[src/rtl/bus_err_log_writer.sv]
// Purpose: drains an error FIFO into a memory-resident ring of log records and raises a coalesced interrupt.
// Latency: the record is latched in the pop cycle, and mem_req is asserted from the next cycle; at most one record per 2 cycles.
// Backpressure: mem_req is held with a stable address and data until mem_gnt; a full ring drops the error and counts it.
module bus_err_log_writer #(
    parameter int unsigned AddrWidth     = 48,
    parameter int unsigned MetaDataWidth = 1,
    parameter int unsigned ErrBits       = 3,
    parameter int unsigned LogDepth      = 16,
    parameter int unsigned LogAddrWidth  = 32,
    parameter int unsigned EntryStride   = 16,
    parameter int unsigned CntWidth      = 16,
    parameter int unsigned TimeoutWidth  = 16,
    localparam int unsigned PW = $clog2(LogDepth) + 1,
    localparam int unsigned RW = 1 + ErrBits + AddrWidth + MetaDataWidth
) (
    input  logic                    clk_i,
    input  logic                    rst_ni,
    input  logic                    err_irq_i,
    input  logic [ErrBits-1:0]      err_code_i,
    input  logic [AddrWidth-1:0]    err_addr_i,
    input  logic [MetaDataWidth-1:0] err_meta_i,
    input  logic                    err_fifo_overflow_i,
    output logic                    err_fifo_pop_o,
    input  logic                    enable_i,
    input  logic [LogAddrWidth-1:0] log_base_i,
    input  logic [PW-1:0]           rd_ptr_i,
    input  logic [CntWidth-1:0]     coalesce_thresh_i,
    input  logic [TimeoutWidth-1:0] coalesce_timeout_i,
    input  logic                    irq_clear_i,
    output logic                    mem_req_o,
    input  logic                    mem_gnt_i,
    output logic [LogAddrWidth-1:0] mem_addr_o,
    output logic [RW-1:0]           mem_wdata_o,
    output logic [PW-1:0]           wr_ptr_o,
    output logic [CntWidth-1:0]     total_cnt_o,
    output logic [CntWidth-1:0]     drop_cnt_o,
    output logic                    irq_o
);

    typedef enum logic {IDLE = 1'b0, WRITE = 1'b1} state_e;

    state_e                  state_q, state_d;
    logic                    pop_blk_q;
    logic                    pop, capture, drop, done;
    logic                    ovf_q;
    logic [RW-1:0]           rec_q;
    logic [PW-1:0]           wr_ptr_q;
    logic [CntWidth-1:0]     total_q, drop_q, pending_q;
    logic [TimeoutWidth-1:0] timer_q, timer_inc;
    logic                    irq_q;
    logic [PW-1:0]           fill;
    logic                    full;
    logic [PW-2:0]           slot;
    logic [CntWidth-1:0]     thresh_eff, pending_inc;
    logic                    timer_run, thresh_hit, timer_hit;

    function automatic logic [CntWidth-1:0] sat_inc(input logic [CntWidth-1:0] v);
        return (&v) ? v : v + CntWidth'(1);
    endfunction

    // Ring occupancy uses the free-running pointers, so a difference of exactly LogDepth means full.
    assign fill = wr_ptr_q - rd_ptr_i;
    assign full = (fill == PW'(LogDepth));
    assign slot = wr_ptr_q[PW-2:0];

    // Next-state and handshake decode; pop_blk_q keeps two pops from landing on adjacent cycles.
    always_comb begin
        state_d = state_q;
        pop     = 1'b0;
        capture = 1'b0;
        drop    = 1'b0;
        done    = 1'b0;
        case (state_q)
            IDLE: begin
                if (err_irq_i && enable_i && !pop_blk_q) begin
                    pop = 1'b1;
                    if (full) begin
                        drop = 1'b1;
                    end else begin
                        capture = 1'b1;
                        state_d = WRITE;
                    end
                end
            end
            WRITE: begin
                if (mem_gnt_i) begin
                    done    = 1'b1;
                    state_d = IDLE;
                end
            end
            default: state_d = IDLE;
        endcase
    end

    // State register; the pop guard comes out of reset set so no pop can appear while reset is low.
    always_ff @(posedge clk_i or negedge rst_ni) begin
        if (!rst_ni) begin
            state_q   <= IDLE;
            pop_blk_q <= 1'b1;
        end else begin
            state_q   <= state_d;
            pop_blk_q <= pop;
        end
    end

    // Latch the head record; the overflow flag rides in the record and restarts from this cycle's overflow.
    always_ff @(posedge clk_i or negedge rst_ni) begin
        if (!rst_ni) begin
            rec_q <= '0;
            ovf_q <= 1'b0;
        end else if (capture) begin
            rec_q <= {ovf_q, err_code_i, err_addr_i, err_meta_i};
            ovf_q <= err_fifo_overflow_i;
        end else begin
            ovf_q <= ovf_q | err_fifo_overflow_i;
        end
    end

    // Write pointer advances only on grant; the record and drop counters saturate.
    always_ff @(posedge clk_i or negedge rst_ni) begin
        if (!rst_ni) begin
            wr_ptr_q <= '0;
            total_q  <= '0;
            drop_q   <= '0;
        end else begin
            if (done) begin
                wr_ptr_q <= wr_ptr_q + PW'(1);
                total_q  <= sat_inc(total_q);
            end
            if (drop) begin
                drop_q <= sat_inc(drop_q);
            end
        end
    end

    // Coalescing: the threshold is checked on each completed write, and the timer runs only while work is unreported.
    assign thresh_eff  = (coalesce_thresh_i == '0) ? CntWidth'(1) : coalesce_thresh_i;
    assign pending_inc = sat_inc(pending_q);
    assign timer_inc   = (&timer_q) ? timer_q : timer_q + TimeoutWidth'(1);
    assign timer_run   = (pending_q != '0) && !irq_q && (coalesce_timeout_i != '0);
    assign thresh_hit  = done && (pending_inc >= thresh_eff);
    assign timer_hit   = timer_run && (timer_inc >= coalesce_timeout_i);

    // Pending, timer and IRQ state; an acknowledge beats every set source except a drop.
    always_ff @(posedge clk_i or negedge rst_ni) begin
        if (!rst_ni) begin
            pending_q <= '0;
            timer_q   <= '0;
            irq_q     <= 1'b0;
        end else begin
            if (irq_clear_i) begin
                pending_q <= done ? CntWidth'(1) : '0;
                timer_q   <= '0;
            end else begin
                if (done)      pending_q <= pending_inc;
                if (timer_run) timer_q   <= timer_inc;
            end
            if (drop) begin
                irq_q <= 1'b1;
            end else if (irq_clear_i) begin
                irq_q <= 1'b0;
            end else if (thresh_hit || timer_hit) begin
                irq_q <= 1'b1;
            end
        end
    end

    assign err_fifo_pop_o = pop;
    assign mem_req_o      = (state_q == WRITE);
    assign mem_addr_o     = log_base_i + LogAddrWidth'(slot) * LogAddrWidth'(EntryStride);
    assign mem_wdata_o    = rec_q;
    assign wr_ptr_o       = wr_ptr_q;
    assign total_cnt_o    = total_q;
    assign drop_cnt_o     = drop_q;
    assign irq_o          = irq_q;

endmodule

[config.mk]
export PLATFORM = sky130hd
export DESIGN_NAME = bus_err_log_writer
export DESIGN_NICKNAME = d
export VERILOG_FILES = /design/src/rtl/bus_err_log_writer.sv
export SDC_FILE = /design/constraint.sdc
export NUM_CORES = 1
export LEC_CHECK = 0
export CAP_MARGIN = 20
export CELL_PAD_IN_SITES_DETAIL_PLACEMENT = 1
export CELL_PAD_IN_SITES_GLOBAL_PLACEMENT = 1
export CORE_ASPECT_RATIO = 1.4
export CORE_UTILIZATION = 38
export CTS_CLUSTER_DIAMETER = 200
export CTS_CLUSTER_SIZE = 30
export DETAILED_ROUTE_END_ITERATION = 10
export PLACE_DENSITY = 0.87
export SYNTH_ARGS = -nofsm -noshare
export SYNTH_HDL_FRONTEND = slang
export SYNTH_SLANG_ARGS = --single-unit
[constraint.sdc]
create_clock -name clk_i -period 5.1 [get_ports clk_i]
set_input_delay 1.02 -clock clk_i [delete_from_list [all_inputs] [get_ports clk_i]]
set_output_delay 1.02 -clock clk_i [all_outputs]
set_load 0.005 [all_outputs]
==> summary.md, run 1 <==
| Metric | Value |
|---|---|
| Run status | complete, no violations |
| Area share of the largest cell type after synthesis | 0.401 |
| Combinational family with the most area after synthesis | simple AND/OR/NAND/NOR gates |
| Iteration-0 DRC count of the detailed router | 205 |
| Depth of the worst register-to-register path | 14 |
| Number of warnings reported in the yosys synthesis log | 0 |
| Total stage count of the critical path | 11 |
| Area added between synthesis and finish | 41.6% |
| Gate family responsible for the most delay along the worst path | buffers and inverters |
| Count of pins over their slew limit | 0 |
| CP startpoint kind | primary input |
| Worst EP arrival | 3.69 ns |
| Endpoint kind of the worst setup timing path | primary output |
| Maximum number of pins on one net before global-route repair | 73 |
| Fraction of synthesized area in multiplexers | 0.119 |
| GPL Wtd Cong | 0.820 |
| Number of cells on the worst hold path | 1 |
| Cells taking the most area after synthesis | dfrtp_1 (40%), mux2_4 (9.2%), xnor2_1 (7.5%), ha_1 (7.4%), xor2_1 (3.4%) |
| Count of standard-cell rows | 61 |
| Post-Synth Adder-Cell Area | 0.0763 |
| Area inside the core boundary | 20000 um^2 |
| Average instance area after synthesis | 10.3 um^2 |
| Post-layout total power | 0.00407 W |
| Floorplan die height | 172 um |
| Power density normalized to cell area | 368 nW/um^2 |
| Initial core utilization | 0.390 |
| DIE WIDTH | 123 um |
| Full die area | 21100 um^2 |
| Master cell of the clock root buffer | clkbuf_16 |
| Post-synthesis share of cell area spent on and, or, nand and nor gates | 0.188 |
| Net Count, Synth | 933 |
| Number of instances in the synthesized netlist | 758 |
| Number of search-and-repair iterations in the first detailed-routing pass | 4 |
| Antenna violations before repair | 2 |
| Total global-route track usage | 0.234 |
| Setup slack after layout | 0.388 ns |
| Number of synthesized register bits | 126 |
| Stage delay of the slowest cell on the critical path | 0.52 ns |
| Routed Wire Length | 24.0 mm |
| Total overflow reported by the global router | 0 |
| Most repeated cell in the gate-level netlist after synthesis | dfrtp_1 |
| Wire length of the first global-routing pass | 37.7 mm |
| Fillcell total | 2183 |
| Count of unresolved DRC violations after routing | 0 |
| Kind of critical path | primary input to primary output |
| Maximum clock frequency | 212 MHz |
| Number of nets with antenna violations after detailed routing | 0 |
| Leading register cell type out of synthesis | dfrtp_1 |
| Vias in the first global route | 7060 |
| DPL Wire Length | 18.6 mm |
| Number of H-tree branching levels | 4 |
| Post-CTS setup buffer count | 0 |
| Gates resized, CTS repair | 0 |
| Post-layout nets | 1171 |
| Top post-synthesis cells by count | dfrtp_1 (125), xnor2_1 (67), nor2_1 (61), nand2_1 (57) |
| Worst slack at placement | 0.205 ns |
| Detail-routed via count per cell | 5.27 |
| Count of input and output buffers | 244 |
| Final Cycle Share | 0.924 |
| TritonCTS clock tree | done |
| Relative slew margins | 0.480 |
| Unrepaired setup endpoints after global routing | no |
| Worst Hold Class | flop to flop |
| Peak VDD IR | 0.000241 V |
| Routed length per instance | 19.0 um |
| Final critical delay including setup and external delays | 4.71 ns |
| Worst-case clock skew | 0.00866 ns |
| Setup-failing EPs final | 0 |
| Post-synth top area cell | dfrtp_1 |
| Count of boundary I/O pins | 253 |
| Sequential element share of the synthesized area | 0.404 |
| Clock buffers created by TritonCTS | 17 |
| Transition time at the pin with the least slew margin | 0.781 ns |
| LEAKAGE | 4.83 nW |
| Max-cap violations | 0 |
| Worst path bufs/invs | 4 |
| Cell Area, Placed | 10400 um^2 |
| Synthesized-area fraction occupied by ao, oa, aoi and oai cells | 0.0551 |
| Hold buffers post-CTS | 0 |
| Number of distinct library cell variants in the gate-level netlist after synthesis | 60 |
| Clock-pin slew on the worst setup and hold paths | 0.06 ns |
| Fraction of layout cells with a size suffix above 1 | 0.100 |
| Number of buffers between clock root and the deepest sink | 2 |
| Setup TNS | 0 ns |
| Total number of vias | 6650 |
| Clock Sinks | 126 |
| Required time of the critical path | 4.08 ns |
| Area of all placed cells without fillers | 11100 um^2 |
| Biggest fanout along the worst timing path | 6 |
| Proportion of synthesized flip-flops having asynchronous set or reset | 1.00 |
| Cell-by-cell trace of the critical path | clkdlybuf4s50_1, ha_1, inv_1, fa_1, inv_1, a21oi_1, o21bai_2, nand3_1, nor3_1, xor2_1, clkdlybuf4s50_1 |
| Register-to-register setup slack | 1.49 ns |
| Number of synthesized flops with an enable pin | 0 |
| Area share of xor/xnor cells in the synthesized design | 0.112 |
| Later-pin clock latency in the skew report | 0.42 ns |
| Worst-path cell with the longest stage delay | clkdlybuf4s50_1 |
| Final Hold Violating Endpoints | 0 |
| Total standard cell area after synthesis | 7800 um^2 |
-- registers in the layout, indices dropped and copies added, names as in the netlist --
| register | cells |
|---|---|
| timer_q | 16 |
| mem_wdata_o | 53 |
| pop_blk_q | 1 |
| irq_o | 1 |
| total_cnt_o | 16 |
| pending_q | 16 |
| mem_req_o | 1 |
| ovf_q | 1 |
| drop_cnt_o | 16 |
| wr_ptr_o | 5 |
-- path summary, 6_finish.rpt --
check,from,endpoint
setup / recovery,log_base_i[4],mem_addr_o[14]
hold / removal,mem_wdata_o[26]$_DFFE_PN0P_,mem_wdata_o[26]$_DFFE_PN0P_
setup reg to reg,pending_q[1]$_DFFE_PN0P_,irq_o$_DFFE_PN0P_
hold reg to reg,mem_wdata_o[26]$_DFFE_PN0P_,mem_wdata_o[26]$_DFFE_PN0P_
max in group asynchronous,rst_ni,pop_blk_q$_DFF_PN1_
min in group asynchronous,rst_ni,total_cnt_o[3]$_DFFE_PN0P_
-- layer usage --
metal	GRT usage	wire, um
met1	0.248	8750
met2	0.440	13100
met3	0.0564	1610
met4	0.0817	516
met5	0	0
-- report_power, final --
| part | total (W) | leakage, nW | internal (W) | switching, W |
|---|---|---|---|---|
| registers | 0.00141 | 1.61 | 0.00122 | 0.000193 |
| clock network | 0.00126 | 0.288 | 0.000780 | 0.000478 |
| logic | 0.00140 | 2.93 | 0.000898 | 0.000500 |
-- cell usage in the layout (no fill, tap or decap), drive strengths merged, types with 4 or more instances in the layout --
cell type / synthesis / layout
clkdlybuf4s50: 0 / 243
and3: 16 / 16
mux2: 61 / 61
a211oi: 5 / 5
o21ai: 10 / 10
and2: 6 / 6
nand4: 26 / 26
nor2: 63 / 63
clkbuf: 12 / 18
nand2b: 6 / 6
nor4: 14 / 14
clkinv: 0 / 6
nand2: 57 / 57
and4: 9 / 9
dfrtp: 125 / 125
buf: 17 / 5
a21oi: 25 / 25
nor3: 23 / 23
o21a: 5 / 5
clkinvlp: 0 / 4
xnor2: 67 / 67
ha: 46 / 46
mux2i: 6 / 6
inv: 48 / 49
xor2: 30 / 30
a21o: 5 / 5
nand3: 45 / 45
-- kinds of logic after synthesis --
group / Yosys count
and+or+nand+nor: 277
DFF: 126
xor gates and xnor gates: 98
buffers and inverters: 77
muxes: 67
AOI/OAI and AO/OA: 66
adders and majority gates: 47
-- per-stage QoR --
step	cells	util	hold WS, ns
floorplan	758	-	0.480
global placement	1229	0.522	0.467
detailed placement	1229	0.522	0.489
CTS	1261	0.552	0.499
global route	1262	0.553	0.516
finish	1262	0.553	0.498
-- worst register-to-register path: stages (launching register included) --
cell and delay [ns]:
dfrtp_1 0.42, ha_1 0.23, nand3_2 0.17, nor3_2 0.35, and3_1 0.45, nor2_1 0.14, nand3_1 0.13, xnor2_1 0.08
ha_1 0.33, a21oi_1 0.17, nor2_1 0.07, a211oi_1 0.42, o21ai_0 0.15, o21ai_1 0.19, o311ai_0 0.15
-- final cells by class --
class                      count  area (um^2)  share of cell area
timing repair buffer         248         2490               0.226
clock buffer                  18          439              0.0397
clock inverter                14          166              0.0151
inverter                      48          180              0.0163
antenna                        1         2.50            0.000226
tap                          252          315              0.0285
multi-input combinational    555         4300               0.389
sequential                   126         3150               0.285
Note: power is estimated with default switching activity, not from simulation.
==> inputs of run 2 (changes only) <==
Settings changed: CORE_UTILIZATION 38 to 36, PLACE_DENSITY 0.87 to 0.83.
Clock period 5.1 ns to 5.4 ns, I/O delays scaled along.
==> run 2 against run 1 <==
Die area increased by 5.5%. Worst setup slack improved by 0.19 ns. Sequential share of layout area increased by 0.075 points. Combinational power decreased by 4%. Critical path depth increased by 1. Via count increased by 0.62%. Design area decreased by 0.26%. Clock-buffer cell count decreased by 1.
==> summary.md, run 2 (synthesis gave the netlist of run 1 again) <==
| Metric | Value |
|---|---|
| Relative slew margins | 0.294 (-0.186) |
| Initial core utilization | 0.368 (-0.0222) |
| Run status | complete, no violations |
| Master cell of the clock root buffer | clkbuf_16 |
| Post-CTS setup buffer count | 0 (unchanged) |
| GPL Wtd Cong | 0.834 (+1.7%) |
| Kind of critical path | primary input to primary output |
| Area inside the core boundary | 21200 um^2 (+6.0%) |
| Unrepaired setup endpoints after global routing | no |
| Final-layout worst hold slack | 0.486 ns (-0.0121 ns) |
| Final Cycle Share | 0.892 |
| Biggest fanout along the worst timing path | 6 (unchanged) |
| Core utilization of the finished layout | 0.520 (-0.0328) |
| Hold Crit Start | mem_wdata_o[28]$_DFFE_PN0P_ |
| Critical Path Source | log_base_i[4] |
| Most frequent standard cell in the layout excluding fill and tap cells | clkdlybuf4s50_1 |
| Area added between synthesis and finish | 41.2% |
| DPL Wire Length | 18.6 mm (-0.27%) |
| Number of placed instances, taps included | 1237 (+0.65%) |
| Transition time at the pin with the least slew margin | 1.06 ns (+0.279 ns) |
| Count of pins over their slew limit | 0 (unchanged) |
| Fraction of power spent switching nets | 0.294 (+0.00674) |
| Count of standard-cell rows | 63 (+3.3%) |
| DIE WIDTH | 126 um (+2.7%) |
| Number of H-tree branching levels | 4 (unchanged) |
| Count of boundary I/O pins | 253 (unchanged) |
| Most frequent cells in the layout | clkdlybuf4s50_1 (243), dfrtp_1 (125), xnor2_1 (67) |
| Count of unresolved DRC violations after routing | 0 (unchanged) |
| Number of nets with antenna violations after detailed routing | 0 (unchanged) |
| Combinational fraction of design power | 0.349 (+0.005) |
| Wire length of the first global-routing pass | 39.3 mm (+4.3%) |
| Number of search-and-repair iterations in the first detailed-routing pass | 4 (unchanged) |
| Total internal power | 0.00272 W (-6.0%) |
| Max-cap violations | 0 (unchanged) |
| Stage delay of the slowest cell on the critical path | 0.51 ns (about the same) |
| Fraction of layout cells with a size suffix above 1 | 0.0982 (-0.00188) |
| LEAKAGE | 4.81 nW (-0.40%) |
| Cell-by-cell trace of the critical path | clkdlybuf4s50_1, ha_1, inv_1, fa_1, inv_1, a21oi_1, o21bai_1, buf_4, nand3_1, nor3_1, xor2_1, clkdlybuf4s50_1 |
| Worst Hold Class | flop to flop |
| Vias in the first global route | 7245 (+2.6%) |
| Gates resized, CTS repair | 0 (unchanged) |
| Register-to-register setup slack | 1.89 ns (+0.40 ns) |
| Worst EP arrival | 3.74 ns (+0.05 ns) |
| Clock buffers created by TritonCTS | 17 (unchanged) |
| TritonCTS clock tree | done |
| Setup TNS | 0 ns (unchanged) |
| Worst slack at placement | 0.580 ns (+0.375 ns) |
| Number of cells on the worst hold path | 1 (unchanged) |
| Worst-path cell with the longest stage delay | clkdlybuf4s50_1 |
| Depth of the worst register-to-register path | 13 (-1) |
| Count of input and output buffers | 244 (unchanged) |
| Reg2Reg Launch Point | pending_q[0]$_DFFE_PN0P_ |
| Maximum number of pins on one net before global-route repair | 65 (-11%) |
| Final critical delay including setup and external delays | 4.82 ns |
| Hold buffers post-CTS | 0 (unchanged) |
| Routed length per instance | 19.5 um (+2.4%) |
| Power share of the clock group | 0.305 (-0.004) |
| Post-layout nets | 1171 (unchanged) |
| Count of placed standard cells in the final layout, fillers left out | 1269 (+0.55%) |
| Iteration-0 DRC count of the detailed router | 199 (-2.9%) |
| Worst-case clock skew | 0.0123 ns (+0.00368 ns) |
| Clock-pin slew on the worst setup and hold paths | 0.06 ns (about the same) |
| Total stage count of the critical path | 12 (+1) |
| Maximum clock frequency | 208 MHz |
| Setup slack after layout | 0.582 ns (+0.194 ns) |
| Peak VDD IR | 0.000224 V (-7.1%) |
| Net switching power | 0.00114 W (-2.9%) |
| Worst path bufs/invs | 5 (+1) |
| Power density normalized to cell area | 350 nW/um^2 (-4.9%) |
| Total number of vias | 6691 (+0.62%) |
| End point of the worst hold path | mem_wdata_o[28]$_DFFE_PN0P_ |
| Detail-routed via count per cell | 5.27 (about the same) |
| Sequential power share | 0.346 (about the same) |
| Number of flip-flops in the largest register | 53 (unchanged) |
| CP startpoint kind | primary input |
| Final Hold Violating Endpoints | 0 (unchanged) |
| Routed Wire Length | 24.7 mm (+3.0%) |
| Setup-failing EPs final | 0 (unchanged) |
| Required time of the critical path | 4.32 ns (+0.24 ns) |
| Total overflow reported by the global router | 0 (unchanged) |
| Gate family responsible for the most delay along the worst path | buffers and inverters |
| Total global-route track usage | 0.228 (-0.00592) |
| Endpoint kind of the worst setup timing path | primary output |
| Terminus of the critical flop-to-flop path | irq_o$_DFFE_PN0P_ |
| Clock Sinks | 126 (unchanged) |
| Full die area | 22300 um^2 (+5.5%) |
| Floorplan die height | 176 um (+2.7%) |
| Later-pin clock latency in the skew report | 0.42 ns (about the same) |
| Antenna violations before repair | 2 (unchanged) |
| Number of buffers between clock root and the deepest sink | 2 (unchanged) |
-- run 2: cell types whose count changed in the layout (fill, tap and decap cells not counted) --
cell / change
o21bai_2: -1
clkinv_2: -1
clkbuf_8: -1
clkinv_4: +1
o21bai_1: +1
buf_12: -2
buf_4: +2
-- run 2: how the worst max path moves through the flow --
stage	to	slack, ns
after CTS	mem_addr_o[14]	0.56
after floorplan	mem_addr_o[14]	1.67
after global placement	mem_addr_o[14]	0.69
after detailed placement	mem_addr_o[14]	0.58
final	mem_addr_o[14]	0.58
after global routing	mem_addr_o[14]	0.41
-- run 2: cell type report --
class	instances	area [um^2]
Tap cell	260	325
Clock inverter	14	170
Fill cell	2329	10200
Timing Repair Buffer	248	2470
Antenna cell	1	2.50
Inverter	48	180
Multi-Input combinational cell	555	4290
Sequential cell	126	3150
Clock buffer	17	425
-- run 2: per-layer routing --
| metal | part of all wire | global-route usage | routed length, um | vias to the layer above |
|---|---|---|---|---|
| li1 | - | - | - | 3117 |
| met1 | 0.36 | 0.227 | 8910 | 3323 |
| met2 | 0.56 | 0.453 | 13900 | 203 |
| met3 | 0.054 | 0.0494 | 1320 | 46 |
| met4 | 0.024 | 0.0828 | 582 | 2 |
| met5 | 0.00036 | 0 | 9 | - |
-- run 2: power groups by stage --
stage / Sequential [W] / Clock (W) / Combinational, W
final: 0.00134 / 0.00118 / 0.00135
after global placement: 0.00132 / 0 / 0.00130
after CTS: 0.00134 / 0.00120 / 0.00137
after global routing: 0.00136 / 0.00123 / 0.00145
after detailed placement: 0.00134 / 0 / 0.00134
after floorplan: 0.00132 / 0 / 0.000568
-- run 2: through the flow --
step	power [W]	cell area, um^2
6_report	0.00386	11000
5_1_grt	0.00404	11000
4_1_cts	0.00390	11000
3_5_place_dp	0.00268	10400
3_3_place_gp	0.00262	10400
2_1_floorplan	0.00189	7800
-- run 2: worst reg2reg max path, stage by stage (launching register included) --
cell and delay (ns):
dfrtp_1 0.41, ha_1 0.23, nand3_2 0.16, nor3_2 0.35
nand3_1 0.49, nand3_1 0.24, o21a_1 0.15, ha_1 0.24
a21oi_1 0.16, nor2b_1 0.06, a2111oi_0 0.27, a2111oi_0 0.19
o21ai_1 0.23, o311ai_0 0.17
==> inputs of run 3 (changes only) <==
Settings changed: SETUP_SLACK_MARGIN set to 0.05.
==> results of run 3 <==
Same layout as run 2: the final DEF is identical, and so are final timing and power.
